===== src/rtl/counter_ctrl.sv =====
`timescale 1ns/1ps
// ---------------------------------------------------------------------------
// counter_ctrl
// Runs a free counter for a requested number of laps and checks every step.
// A lap is one rising edge of the counter's terminal flag (cnt_done). While a
// run is active, every observed counter value is compared with the previous
// value and the enable that was driven, and any mismatch latches err_seq.
//
// Ports
//   clk         single clock, rising edge
//   reset       asynchronous, active-low (shared with the counter)
//   start       run request, accepted only when idle
//   laps        lap count, sampled on an accepted start
//   pause       level: drop the enable while high (HOLD)
//   abort       level: end the run without a finished pulse
//   cnt_out     counter value
//   cnt_done    counter terminal flag
//   cnt_enable  registered enable to the counter
//   busy        high while running or holding
//   finished    one-cycle pulse on normal completion
//   laps_left   laps still to be counted
//   err_seq     sticky sequence-error flag, cleared by an accepted start
// ---------------------------------------------------------------------------
module counter_ctrl #(
   parameter int WIDTH = 4,
   parameter int LAP_W = 8
) (
   input  logic             clk,
   input  logic             reset,
   input  logic             start,
   input  logic [LAP_W-1:0] laps,
   input  logic             pause,
   input  logic             abort,
   input  logic [WIDTH-1:0] cnt_out,
   input  logic             cnt_done,
   output logic             cnt_enable,
   output logic             busy,
   output logic             finished,
   output logic [LAP_W-1:0] laps_left,
   output logic             err_seq
);

   typedef enum logic [1:0] {
      IDLE   = 2'd0,
      RUN    = 2'd1,
      HOLD   = 2'd2,
      FINISH = 2'd3
   } state_t;

   state_t             state_q, state_d;
   logic [LAP_W-1:0]   laps_left_q, laps_left_d;
   logic               err_seq_q, err_seq_d;
   logic               cnt_enable_q, cnt_enable_d;
   logic [WIDTH-1:0]   out_q, out_d;
   logic               en_q, en_d;
   logic               done_q, done_d;
   logic               chk_valid_q, chk_valid_d;

   logic               active;
   logic               done_ev;
   logic [WIDTH-1:0]   exp_out;
   logic               seq_bad;

   // The step check compares the value seen now with the value seen one
   // cycle earlier; the counter moves only if we enabled it last cycle.
   // The increment wraps naturally at WIDTH bits.
   always_comb begin
      active  = (state_q == RUN) || (state_q == HOLD);
      done_ev = cnt_done & ~done_q;
      exp_out = en_q ? (out_q + WIDTH'(1)) : out_q;
      seq_bad = active && chk_valid_q && (cnt_out != exp_out);
   end

   // Next-state logic. Abort beats a done event, which beats pause, so a lap
   // that coincides with an abort is not counted.
   always_comb begin
      state_d     = state_q;
      laps_left_d = laps_left_q;
      err_seq_d   = err_seq_q;
      chk_valid_d = chk_valid_q;
      out_d       = cnt_out;
      en_d        = cnt_enable_q;
      done_d      = cnt_done;

      case (state_q)
         IDLE: begin
            if (start) begin
               err_seq_d = 1'b0;
               if (laps != '0) begin
                  laps_left_d = laps;
                  chk_valid_d = 1'b0;
                  state_d     = RUN;
               end else begin
                  state_d     = FINISH;
               end
            end
         end
         RUN, HOLD: begin
            if (seq_bad) begin
               err_seq_d = 1'b1;
            end
            // The first RUN cycle has no trustworthy previous sample.
            if (state_q == RUN) begin
               chk_valid_d = 1'b1;
            end
            if (abort) begin
               state_d = IDLE;
            end else if (done_ev) begin
               laps_left_d = laps_left_q - LAP_W'(1);
               if (laps_left_q == LAP_W'(1)) begin
                  state_d = FINISH;
               end else begin
                  state_d = pause ? HOLD : RUN;
               end
            end else begin
               state_d = pause ? HOLD : RUN;
            end
         end
         FINISH: begin
            state_d = IDLE;
         end
         default: begin
            state_d = IDLE;
         end
      endcase

      cnt_enable_d = (state_d == RUN);
   end

   always_ff @(posedge clk or negedge reset) begin
      if (!reset) begin
         state_q      <= IDLE;
         laps_left_q  <= '0;
         err_seq_q    <= 1'b0;
         cnt_enable_q <= 1'b0;
         out_q        <= '0;
         en_q         <= 1'b0;
         done_q       <= 1'b0;
         chk_valid_q  <= 1'b0;
      end else begin
         state_q      <= state_d;
         laps_left_q  <= laps_left_d;
         err_seq_q    <= err_seq_d;
         cnt_enable_q <= cnt_enable_d;
         out_q        <= out_d;
         en_q         <= en_d;
         done_q       <= done_d;
         chk_valid_q  <= chk_valid_d;
      end
   end

   assign cnt_enable = cnt_enable_q;
   assign busy       = (state_q == RUN) || (state_q == HOLD);
   assign finished   = (state_q == FINISH);
   assign laps_left  = laps_left_q;
   assign err_seq    = err_seq_q;

endmodule


===== config.mk =====
export PLATFORM = sky130hd
export DESIGN_NAME = counter_ctrl
export DESIGN_NICKNAME = d
export VERILOG_FILES = /design/src/rtl/counter_ctrl.sv
export SDC_FILE = /design/constraint.sdc
export NUM_CORES = 1
export LEC_CHECK = 0
export CORE_ASPECT_RATIO = 2
export CORE_MARGIN = 2
export CORE_UTILIZATION = 25
export DETAILED_ROUTE_END_ITERATION = 12
export SETUP_SLACK_MARGIN = 0.2
export SYNTH_ARGS = -nofsm -noshare
export SYNTH_HDL_FRONTEND = slang
export SYNTH_SLANG_ARGS = --single-unit
export TNS_END_PERCENT = 20

===== constraint.sdc =====
create_clock -name clk -period 1.7 [get_ports clk]
set_clock_uncertainty 0.15 [all_clocks]
set_input_delay 0.34 -clock clk [delete_from_list [all_inputs] [get_ports clk]]
set_output_delay 0.34 -clock clk [all_outputs]
set_load 0.005 [all_outputs]

==> metrics.md, run 1 <==
| Metric | Value |
|---|---|
| Status | completed |
| Largest net degree at the start of global routing | 20 |
| Post-Syn Nets | roughly 140 |
| Ys flop type | dfrtp_1 |
| Share of flip-flops with an asynchronous set or reset | 100% |
| Die X | about 53 µm |
| Clk slew on worst S/H paths | approximately 0.080 ns |
| Fin nets | between 200 and 250 |
| First-pass GRT wire length | between 6000 and 7000 µm |
| Rows | 35 |
| Drt via density | around 5.2 |
| Lkg Pwr | ~0.86 nW |
| Global-route usage over all layers | 16.0% |
| Worst setup path class | register to register |
| DIE AREA | around 0.0053 mm² |
| Worst R2R Setup Slack | 0.007 ns |
| Sequential cell fraction of total power | a little over a fifth |
| CTS Buf Count | 3 |
| Final Setup Violations | 0 |
| Rel. slew slack | about three quarters |
| Antenna violations before repair | 0 |
| Hold Path Class | register to register |
| Clk pwr share | 9.8% |
| Min Tclk post-route | ~1.7 ns |
| Dpl ws | -0.388 ns |
| Yosys cell types | 44 |
| Routed len/inst | roughly 16 µm |
| Total Wirelength | between 3000 and 4000 µm |
| Maximum buffer depth of the clock tree | 2 |
| Fmax | between 0.5 and 0.6 GHz |
| Worst Setup Slack, final | around 0.0074 ns |
| P&R area growth vs syn | 72.7% |
| Arrival time worst endpoint | approximately 1.7 ns |
| Final instance area | 0.00203 mm² |
| Fin crit share | 99.6% |
| DRT Pass-1 Iters | 4 |
| PwrDens | roughly 1700 mW/mm² |
| Post-synthesis sequential area ratio | between 40% and 50% |
| Fin. Hold Viols | 0 |
| Total global routing overflow | 0 |
| Share of layout cells above drive strength 1 | between 40% and 50% |
| Switch Pwr | between 0.001 and 0.0015 W |
| Die Ht | between 100 and 150 µm |
| Vias in the first global route | around 1400 |
| Clk_lat worst skew | ~0.27 ns |
| H-Tree Depth | 1 |
| Peak supply drop | 0.000932 V |
| Core footprint | between 0.004 and 0.005 mm² |
| Critical path's slowest cell | dfrtp_1 |
| CTS tree | yes |
| Slew Limit Fails | 0 |
| Post-Syn Area | 0.00118 mm² |
| # diodes | 0 |
| Worst Path Required | approximately 1.7 ns |
| Antenna-violating nets left | 0 |
| MaxCap Viol Count | 0 |
| Cell-internal power | ~0.002 W |
| RSZ-0062 raised after global routing | true |
| Clk Tree Root Cell | clkbuf_8 |
| Sw frac | 40.9% |
| Post-detailed-placement half-perimeter wirelength | ~2700 µm |
| CP peak stage delay | 0.40 ns |
| Post-Syn Instances | 119 |
| Sink Count | 19 |
| Critical Path, Cell by Cell | inv_2, ha_4, nand4bb_4, nor3_4, a22oi_2, o221ai_1 |
| Ports | 30 |
| Via count | approximately 1300 |
| Hold buffer count at CTS | 0 |
| CP Buf/Inv Count | 1 |
| Initial Utilization | approximately 26% |
| Logic gate share of total power | 68.2% |
| Number of enable flip-flop cells after synthesis | 0 |
| Yosys reg bits | 19 |
| Endpoint class of the critical path | register |
| Largest delay share family, worst path | flip-flops |
| Worst setup SP type | register |
| PortBufs | 29 |
| DRC | 0 |
| Placer Congestion | ~0.80 |
| Syn_area_per_cell | between 9 and 10 µm² |
| Placed inst area | approximately 0.0017 mm² |
| Crit path max fanout | 3 |
| Starting DRT DRC Count | 15 |
| Slew @ Worst Pin | roughly 0.37 ns |
| Yosys warnings | 0 |
## power groups by stage
stage / logic, W / registers, W / clock network (W)
after floorplan: 0.000910 / 0.000786 / 0
after global placement: 0.00164 / 0.000793 / 0
after detailed placement: 0.00167 / 0.000803 / 0
after CTS: 0.00204 / 0.000738 / 0.000334
after global routing: 0.00252 / 0.000765 / 0.000358
final: 0.00230 / 0.000741 / 0.000332
## routing by layer
metal | vias to the layer above | GRT usage (%) | part of all wire, %
met4 | 0 | 9.66 | 3.5
li1 | 581 | - | -
met2 | 48 | 29.2 | 56
met1 | 610 | 15.9 | 35
met3 | 16 | 2.67 | 4.6
met5 | - | 0 | 0
## registers in the layout, indices dropped and copies added (netlist names)
| name | count |
|---|---|
| laps_left | 8 |
| out_q | 4 |
| state_q | 2 |
| chk_valid_q | 1 |
| cnt_enable | 1 |
| done_q | 1 |
| en_q | 1 |
| err_seq | 1 |
## cells by family (layout without fill, tap and decap cells)
group | after synthesis | count (layout) | share of synthesized area (%)
fa+ha+maj | 6 | 6 | 6.38
simple gates | 35 | 35 | 18.4
mux | 2 | 2 | 2.13
compound gates | 39 | 39 | 23.8
flops | 19 | 19 | 40.4
xor+xnor | 6 | 6 | 4.47
buf+inv | 12 | 78 | 4.36
## synthesized netlist by cell type (2+ instances only)
| cell | instances | area (µm²) |
|---|---|---|
| nand2_1 | 6 | 22.5 |
| o22a_1 | 3 | 26.3 |
| o21ai_0 | 2 | 10.0 |
| clkbuf_1 | 2 | 7.51 |
| nor4_2 | 2 | 25.0 |
| inv_1 | 7 | 26.3 |
| a31oi_1 | 5 | 31.3 |
| nor3_1 | 3 | 15.0 |
| a41oi_1 | 2 | 17.5 |
| xnor2_1 | 3 | 26.3 |
| a21boi_1 | 2 | 15.0 |
| dfrtp_1 | 19 | 475 |
| nand3_1 | 4 | 20.0 |
| a22oi_1 | 3 | 22.5 |
| nor2_1 | 8 | 30.0 |
| o22ai_1 | 2 | 12.5 |
| xor2_1 | 3 | 26.3 |
| a21oi_1 | 10 | 50.1 |
| ha_1 | 6 | 75.1 |
| buf_2 | 2 | 10.0 |
| nand2b_1 | 2 | 12.5 |
## cell type report
cell class,count,area [µm²]
flip-flops and latches,19,480
multi-input cells,88,831
inverters,7,26.3
clock inverters,1,5.00
repair buffers,67,578
clock buffers,3,41.3
well taps,55,68.8
fillers,449,2520
## placed cells by master, fill, tap and decap left out, types with 3 or more instances in the layout
cell,instances
o22a_1,3
nand3_1,4
a31oi_1,4
ha_1,3
nor2_1,8
dlygate4sd2_1,14
buf_4,31
nand2_1,5
dfrtp_1,15
ha_4,3
inv_2,4
a21oi_1,10
clkbuf_8,3
dfrtp_2,4
xnor2_1,3
buf_6,6
inv_1,3
clkdlybuf4s50_1,13
## path summary, 6_finish.rpt
check / end / cells after the start / startpoint
max in group asynchronous: laps_left[4] / 2 / reset
max reg2reg: laps_left[6] / 6 / laps_left[1]
min reg2reg: en_q / 0 / cnt_enable
min in group asynchronous: state_q[1] / 2 / reset
min: en_q / 0 / cnt_enable
max: laps_left[6] / 6 / laps_left[1]
## stage by stage
stage | hold WS (ns) | std cells | power, W | utilization [%] | TNS, ns
final | 0.234 | 240 | 0.00337 | 44.6 | 0
after global routing | 0.254 | 240 | 0.00364 | 44.6 | -0.0108
after CTS | 0.236 | 235 | 0.00311 | 42.3 | 0
after detailed placement | 0.219 | 222 | 0.00248 | 37.4 | -3.96
after global placement | 0.215 | 222 | 0.00243 | 37.4 | -3.51
after floorplan | -0.106 | 119 | 0.00170 | - | 0
## timing repair
| action | 4_1_cts | 5_1_grt |
|---|---|---|
| setup endpoints to repair | 25 | 23 |
| resized for setup | 51 | 14 |
| setup buffers | 9 | 5 |
| pin swaps | 10 | 8 |
## worst reg2reg max path, cell delays in order, from the launching register on
cell       delay (ns)
dfrtp_1          0.40
inv_2            0.11
ha_4             0.15
nand4bb_4        0.13
nor3_4           0.27
a22oi_2          0.09
o221ai_1         0.28
(Power assumes the default switching activity.)
==> run 2: changes to the inputs <==
--- a/config.mk
+++ b/config.mk
@@ -5,10 +5,13 @@
 export SDC_FILE = /design/constraint.sdc
 export NUM_CORES = 1
 export LEC_CHECK = 0
+export CELL_PAD_IN_SITES_DETAIL_PLACEMENT = 0
+export CELL_PAD_IN_SITES_GLOBAL_PLACEMENT = 1
 export CORE_ASPECT_RATIO = 2
 export CORE_MARGIN = 2
 export CORE_UTILIZATION = 25
 export DETAILED_ROUTE_END_ITERATION = 12
+export PLACE_DENSITY_LB_ADDON = 0.1
 export SETUP_SLACK_MARGIN = 0.2
 export SYNTH_ARGS = -nofsm -noshare
 export SYNTH_HDL_FRONTEND = slang
==> metrics.md, run 2 (same netlist as run 1, synthesis figures left out) <==
| Metric | Value |
|---|---|
| Status | completed (unchanged) |
| Hold buffer count at CTS | 0 (unchanged) |
| Worst Setup SP | state_q[0] (was laps_left[1]) |
| Share of layout cells above drive strength 1 | 43.9% (was 40.5%) |
| Antenna violations before repair | 0 (unchanged) |
| Total Wirelength | 4100 µm (was 3750 µm) |
| Routed len/inst | 16.9 µm (was 15.6 µm) |
| Fmax | 0.595 GHz (was 0.591 GHz) |
| Worst setup path class | register to output pin (was register to register) |
| Critical path's slowest cell | dfrtp_1 (unchanged) |
| Drt via density | 5.07 (was 5.23) |
| Worst Path Required | 1.21 ns (was 1.70 ns) |
| H-Tree Depth | 1 (unchanged) |
| DRT Pass-1 Iters | 4 (unchanged) |
| Starting DRT DRC Count | 19 (was 15) |
| Clk Tree Root Cell | clkbuf_8 (unchanged) |
| DIE AREA | 0.00530 mm² (unchanged) |
| Hold Path Class | register to register (unchanged) |
| CP peak stage delay | 0.40 ns (about the same) |
| Placer Congestion | 0.845 (was 0.803) |
| TNS Setup | 0 ns (unchanged) |
| Worst R2R Start | done_q (was laps_left[1]) |
| Die Ht | 101 µm (unchanged) |
| HP Start | cnt_enable (unchanged) |
| First-pass GRT wire length | 6240 µm (was 6360 µm) |
| Ports | 30 (unchanged) |
| # diodes | 0 (unchanged) |
| CTS tree | yes (unchanged) |
| PwrDens | 1680 mW/mm² (was 1660 mW/mm²) |
| Number of flip-flops in the largest register | 8 (unchanged) |
| PortBufs | 29 (unchanged) |
| Clk_lat worst skew | 0.26 ns (was 0.27 ns) |
| Min Tclk post-route | 1.68 ns (was 1.69 ns) |
| Slew @ Worst Pin | 0.405 ns (was 0.371 ns) |
| Global-route usage over all layers | 16.2% (was 16.0%) |
| Total Power | 0.00351 W (was 0.00337 W) |
| Maximum buffer depth of the clock tree | 2 (unchanged) |
| Largest net degree at the start of global routing | 20 (unchanged) |
| Endpoint class of the critical path | output pin (was register) |
| Largest delay share family, worst path | flip-flops (unchanged) |
| Total global routing overflow | 0 (unchanged) |
| Via count | 1226 (was 1255) |
| Placed insts | 226 (was 222) |
| Core footprint | 0.00455 mm² (unchanged) |
| Fin. Hold Viols | 0 (unchanged) |
| Sink Count | 19 (unchanged) |
| Lkg Pwr | 0.899 nW (was 0.863 nW) |
| CTS Buf Count | 3 (unchanged) |
| Initial Utilization | 25.8% (unchanged) |
| Rows | 35 (unchanged) |
| Post-detailed-placement half-perimeter wirelength | 2970 µm (was 2720 µm) |
| Fin crit share | 98.8% (was 99.6%) |
| Vias in the first global route | 1289 (was 1380) |
| Fin nets | 212 (was 210) |
| Antenna-violating nets left | 0 (unchanged) |
| Die X | 52.5 µm (unchanged) |
| CP Buf/Inv Count | 3 (was 1) |
| Clk slew on worst S/H paths | 0.07 ns (was 0.08 ns) |
| RSZ-0062 raised after global routing | true (unchanged) |
| Critical Path, Cell by Cell | inv_2, ha_4, buf_4, buf_6 (was inv_2, ha_4, nand4bb_4, nor3_4, a22oi_2, o221ai_1) |
| DRC | 0 (unchanged) |
| Arrival time worst endpoint | 1.19 ns (was 1.70 ns) |
| Rel. slew slack | 72.8% (was 75.2%) |
| MaxCap Viol Count | 0 (unchanged) |
| Slew Limit Fails | 0 (unchanged) |
| Commonest cells after routing, fill and taps aside | buf_4 (28), dfrtp_1 (17), dlygate4sd2_1 (15) (was buf_4 (31), dfrtp_1 (15), dlygate4sd2_1 (14)) |
| Final Non-Filler Cells | 242 (was 240) |
| Most common cell after layout, fill and taps aside | buf_4 (unchanged) |
| Final Setup Violations | 0 (unchanged) |
| Crit path max fanout | 3 (unchanged) |
| P&R area growth vs syn | 77.3% (was 72.7%) |
| Worst setup SP type | register (unchanged) |
| Peak supply drop | 0.000776 V (was 0.000932 V) |
[run 2: layer usage]
metal	share of wire (%)	vias up	routed length (µm)	global-route usage, %
met1	35	607	1440	16.2
met3	3.0	8	123	1.48
met5	0	-	0	0
met4	2.0	0	82	4.73
li1	-	584	-	-
met2	60	27	2450	32.7
[run 2: layout make-up]
| class | count | area (µm²) |
|---|---|---|
| sequential | 19 | 478 |
| fill | 460 | 2470 |
| tap | 55 | 68.8 |
| timing repair buffer | 69 | 616 |
| clock buffer | 4 | 45.0 |
| inverter | 7 | 28.8 |
| multi-input combinational | 88 | 850 |
[run 2: worst paths after layout]
| check | end | slack (ns) | cells past startpoint |
|---|---|---|---|
| setup / recovery | busy | 0.02 | 4 |
| hold / removal | en_q | 0.23 | 0 |
| setup reg to reg | laps_left[1] | 0.06 | 5 |
| hold reg to reg | en_q | 0.23 | 0 |
| max in group asynchronous | laps_left[3] | 0.89 | 2 |
| min in group asynchronous | cnt_enable | 0.27 | 2 |
[run 2: stage by stage]
stage	instance area, µm²	util [%]	hold WS [ns]	setup slack, ns
6_report	2090	45.8	0.231	0.0204
5_1_grt	2090	45.8	0.261	-0.0270
4_1_cts	1970	43.2	0.215	-0.00691
3_5_place_dp	1730	38.0	0.226	-0.378
3_3_place_gp	1730	38.0	0.224	-0.373
2_1_floorplan	1190	-	-0.106	0.0964
[run 2: power by group]
part	leakage, nW	switching, W	internal, W	total [W]
combinational	0.652	0.00116	0.00128	0.00243
clock	0.0228	0.000153	0.000167	0.000319
sequential	0.224	0.000140	0.000623	0.000763
[run 2: worst register-to-register path, delay by kind of cell, from the launching register on]
family	cells	cell delay, ns
and+or+nand+nor	1	0.21
AOI/OAI and AO/OA	2	0.35
muxes	1	0.32
buffers and inverters	1	0.14
DFF	1	0.40
[run 2: timing repair]
action                     4_1_cts  5_1_grt
gates cloned                     1        0
pin swaps                       16       18
resized for setup               64       22
buffers inserted                 8        3
hold endpoints to repair         0        0
setup endpoints to repair       25       18
==> run 3: changes to the inputs <==
==> constraint.sdc (replaced) <==
create_clock -name clk -period 1.7 [get_ports clk]
set_clock_uncertainty 0.15 [all_clocks]
set_input_delay 0.34 -clock clk [delete_from_list [all_inputs] [get_ports clk]]
set_output_delay 0.34 -clock clk [all_outputs]
set_load 0.05 [all_outputs]
==> metrics.md, run 3 (same netlist as run 1, synthesis figures left out) <==
| Metric | Value |
|---|---|
| Status | completed (unchanged) |
| Final Setup Violations | 0 (unchanged) |
| Crit path max fanout | 3 (unchanged) |
| Post-detailed-placement half-perimeter wirelength | 2920 µm (was 2970 µm) |
| Fin. Hold Viols | 0 (unchanged) |
| Slew Limit Fails | 0 (unchanged) |
| MaxCap Viol Count | 0 (unchanged) |
| Commonest cells after routing, fill and taps aside | buf_4 (23), dfrtp_1 (16), buf_12 (14) (was buf_4 (28), dfrtp_1 (17), dlygate4sd2_1 (15)) |
| Worst R2R Setup Slack | 0.05 ns (was 0.06 ns) |
| Worst R2R Start | laps_left[1] (was done_q) |
| Arrival time worst endpoint | 1.19 ns (about the same) |
| Lkg Pwr | 0.916 nW (was 0.899 nW) |
| DRT Pass-1 Iters | 4 (unchanged) |
| Drt via density | 5.11 (was 5.07) |
| PortBufs | 29 (unchanged) |
| P&R area growth vs syn | 84.1% (was 77.3%) |
| DIE AREA | 0.00530 mm² (unchanged) |
| Share of layout cells above drive strength 1 | 46.4% (was 43.9%) |
| # diodes | 0 (unchanged) |
| Vias in the first global route | 1325 (was 1289) |
| Total global routing overflow | 0 (unchanged) |
| Worst setup SP type | register (unchanged) |
| Rel. slew slack | 76.3% (was 72.8%) |
| Ports | 30 (unchanged) |
| R2R depth | 8 (was 5) |
| Clk_lat worst skew | 0.26 ns (about the same) |
| Rows | 35 (unchanged) |
| Peak supply drop | 0.00110 V (was 0.000776 V) |
| Starting DRT DRC Count | 15 (was 19) |
| First-pass GRT wire length | 6370 µm (was 6240 µm) |
| CTS Buf Count | 3 (unchanged) |
| Fill cells | 461 (was 460) |
| H-Tree Depth | 1 (unchanged) |
| Clk slew on worst S/H paths | 0.08 ns (was 0.07 ns) |
| Largest net degree at the start of global routing | 20 (unchanged) |
| Worst Path Required | 1.21 ns (about the same) |
| Fin nets | 206 (was 212) |
| Initial Utilization | 25.8% (unchanged) |
| Worst reg2reg path endpoint | laps_left[2] (was laps_left[1]) |
| DRC | 0 (unchanged) |
| Clk Tree Root Cell | clkbuf_8 (unchanged) |
| Fin crit share | 99.1% (was 98.8%) |
| Number of flip-flops in the largest register | 8 (unchanged) |
| Routed len/inst | 16.9 µm (about the same) |
| Worst setup path class | register to output pin (unchanged) |
| Antenna violations before repair | 0 (unchanged) |
| Most common cell after layout, fill and taps aside | buf_4 (unchanged) |
| Core footprint | 0.00455 mm² (unchanged) |
| Die X | 52.5 µm (unchanged) |
| Via count | 1207 (was 1226) |
| Endpoint class of the critical path | output pin (unchanged) |
| Fmax | 0.594 GHz (was 0.595 GHz) |
| PwrDens | 1960 mW/mm² (was 1680 mW/mm²) |
| Dpl ws | -0.350 ns (was -0.378 ns) |
| Placer Congestion | 0.800 (was 0.845) |
| Sink Count | 19 (unchanged) |
| Maximum buffer depth of the clock tree | 2 (unchanged) |
| Die Ht | 101 µm (unchanged) |
| Global-route usage over all layers | 16.4% (was 16.2%) |
| Placed inst area | 0.00186 mm² (was 0.00173 mm²) |
| Final Non-Filler Cells | 236 (was 242) |
| Hold buffer count at CTS | 0 (unchanged) |
| Worst Setup Slack, final | 0.0157 ns (was 0.0204 ns) |
| CTS tree | yes (unchanged) |
| Total Wirelength | 3990 µm (was 4100 µm) |
| Antenna-violating nets left | 0 (unchanged) |
| RSZ-0062 raised after global routing | true (unchanged) |
| Min Tclk post-route | 1.68 ns (about the same) |
| Hold Path Class | input pin to asynchronous set/reset pin (was register to register) |
| Placed insts | 223 (was 226) |
| Final instance area | 0.00217 mm² (was 0.00209 mm²) |
| Slew @ Worst Pin | 0.353 ns (was 0.405 ns) |
run 3: changes by cell type in the layout (fill, tap and decap cells not counted), sizes merged:
cell / delta
buf: +3
dlygate4sd2: -5
clkdlybuf4s50: -2
dlymetal6s2s: -1
clkbuf: -1
run 3: timing repair:
action,4_1_cts,5_1_grt
buffers inserted,6,3
gates resized for setup,40,8
pin swaps,19,10
endpoints found under the setup margin,16,17
hold endpoints to repair,0,0
run 3: worst max-delay path by stage:
stage,start,endpoint,slack [ns],cells after the start
6_report,state_q[1],busy,0.02,4
5_1_grt,state_q[1],busy,-0.03,4
4_1_cts,state_q[1],busy,-0.003,4
3_5_place_dp,cnt_done,laps_left[4],-0.35,5
3_3_place_gp,cnt_done,laps_left[2],-0.44,6
2_1_floorplan,laps_left[0],laps_left[1],0.01,5
run 3: final cells by class:
class / instances / area, µm² / area share, %
clock buffers: 4 / 45.0 / 2.08
inverters: 7 / 26.3 / 1.21
multi-input cells: 88 / 828 / 38.2
flip-flops and latches: 19 / 479 / 22.1
well taps: 55 / 68.8 / 3.18
repair buffers: 63 / 718 / 33.2
run 3: metrics by stage:
stage | total power (W) | TNS, ns | hold WS, ns | util (%)
floorplan | 0.00225 | 0 | -0.106 | -
global placement | 0.00343 | -3.41 | 0.276 | 40.9
detailed placement | 0.00342 | -3.58 | 0.271 | 40.9
CTS | 0.00418 | -0.00269 | 0.281 | 46.3
global route | 0.00447 | -0.0354 | 0.305 | 47.6
finish | 0.00424 | 0 | 0.278 | 47.6
run 3: report_power, final:
part           internal (W)  switching (W)  total [W]  leakage [nW]
clock network      0.000167       0.000164   0.000331        0.0228
registers          0.000624       0.000224   0.000848         0.223
logic               0.00155        0.00151    0.00306         0.670
total               0.00234        0.00189    0.00424         0.916
run 3: layer usage:
layer  part of all wire, %  wire length [µm]  GRT usage [%]
met1                    36              1430           15.5
met3                   3.3               131           2.37
met4                   2.5               100           7.10
met2                    58              2330           32.4
met5                     0                 0              0
run 3: worst max-delay path: stages (launching register included):
cell,delay (ns)
dfrtp_1,0.39
inv_2,0.08
ha_4,0.21
buf_8,0.12
buf_12,0.14
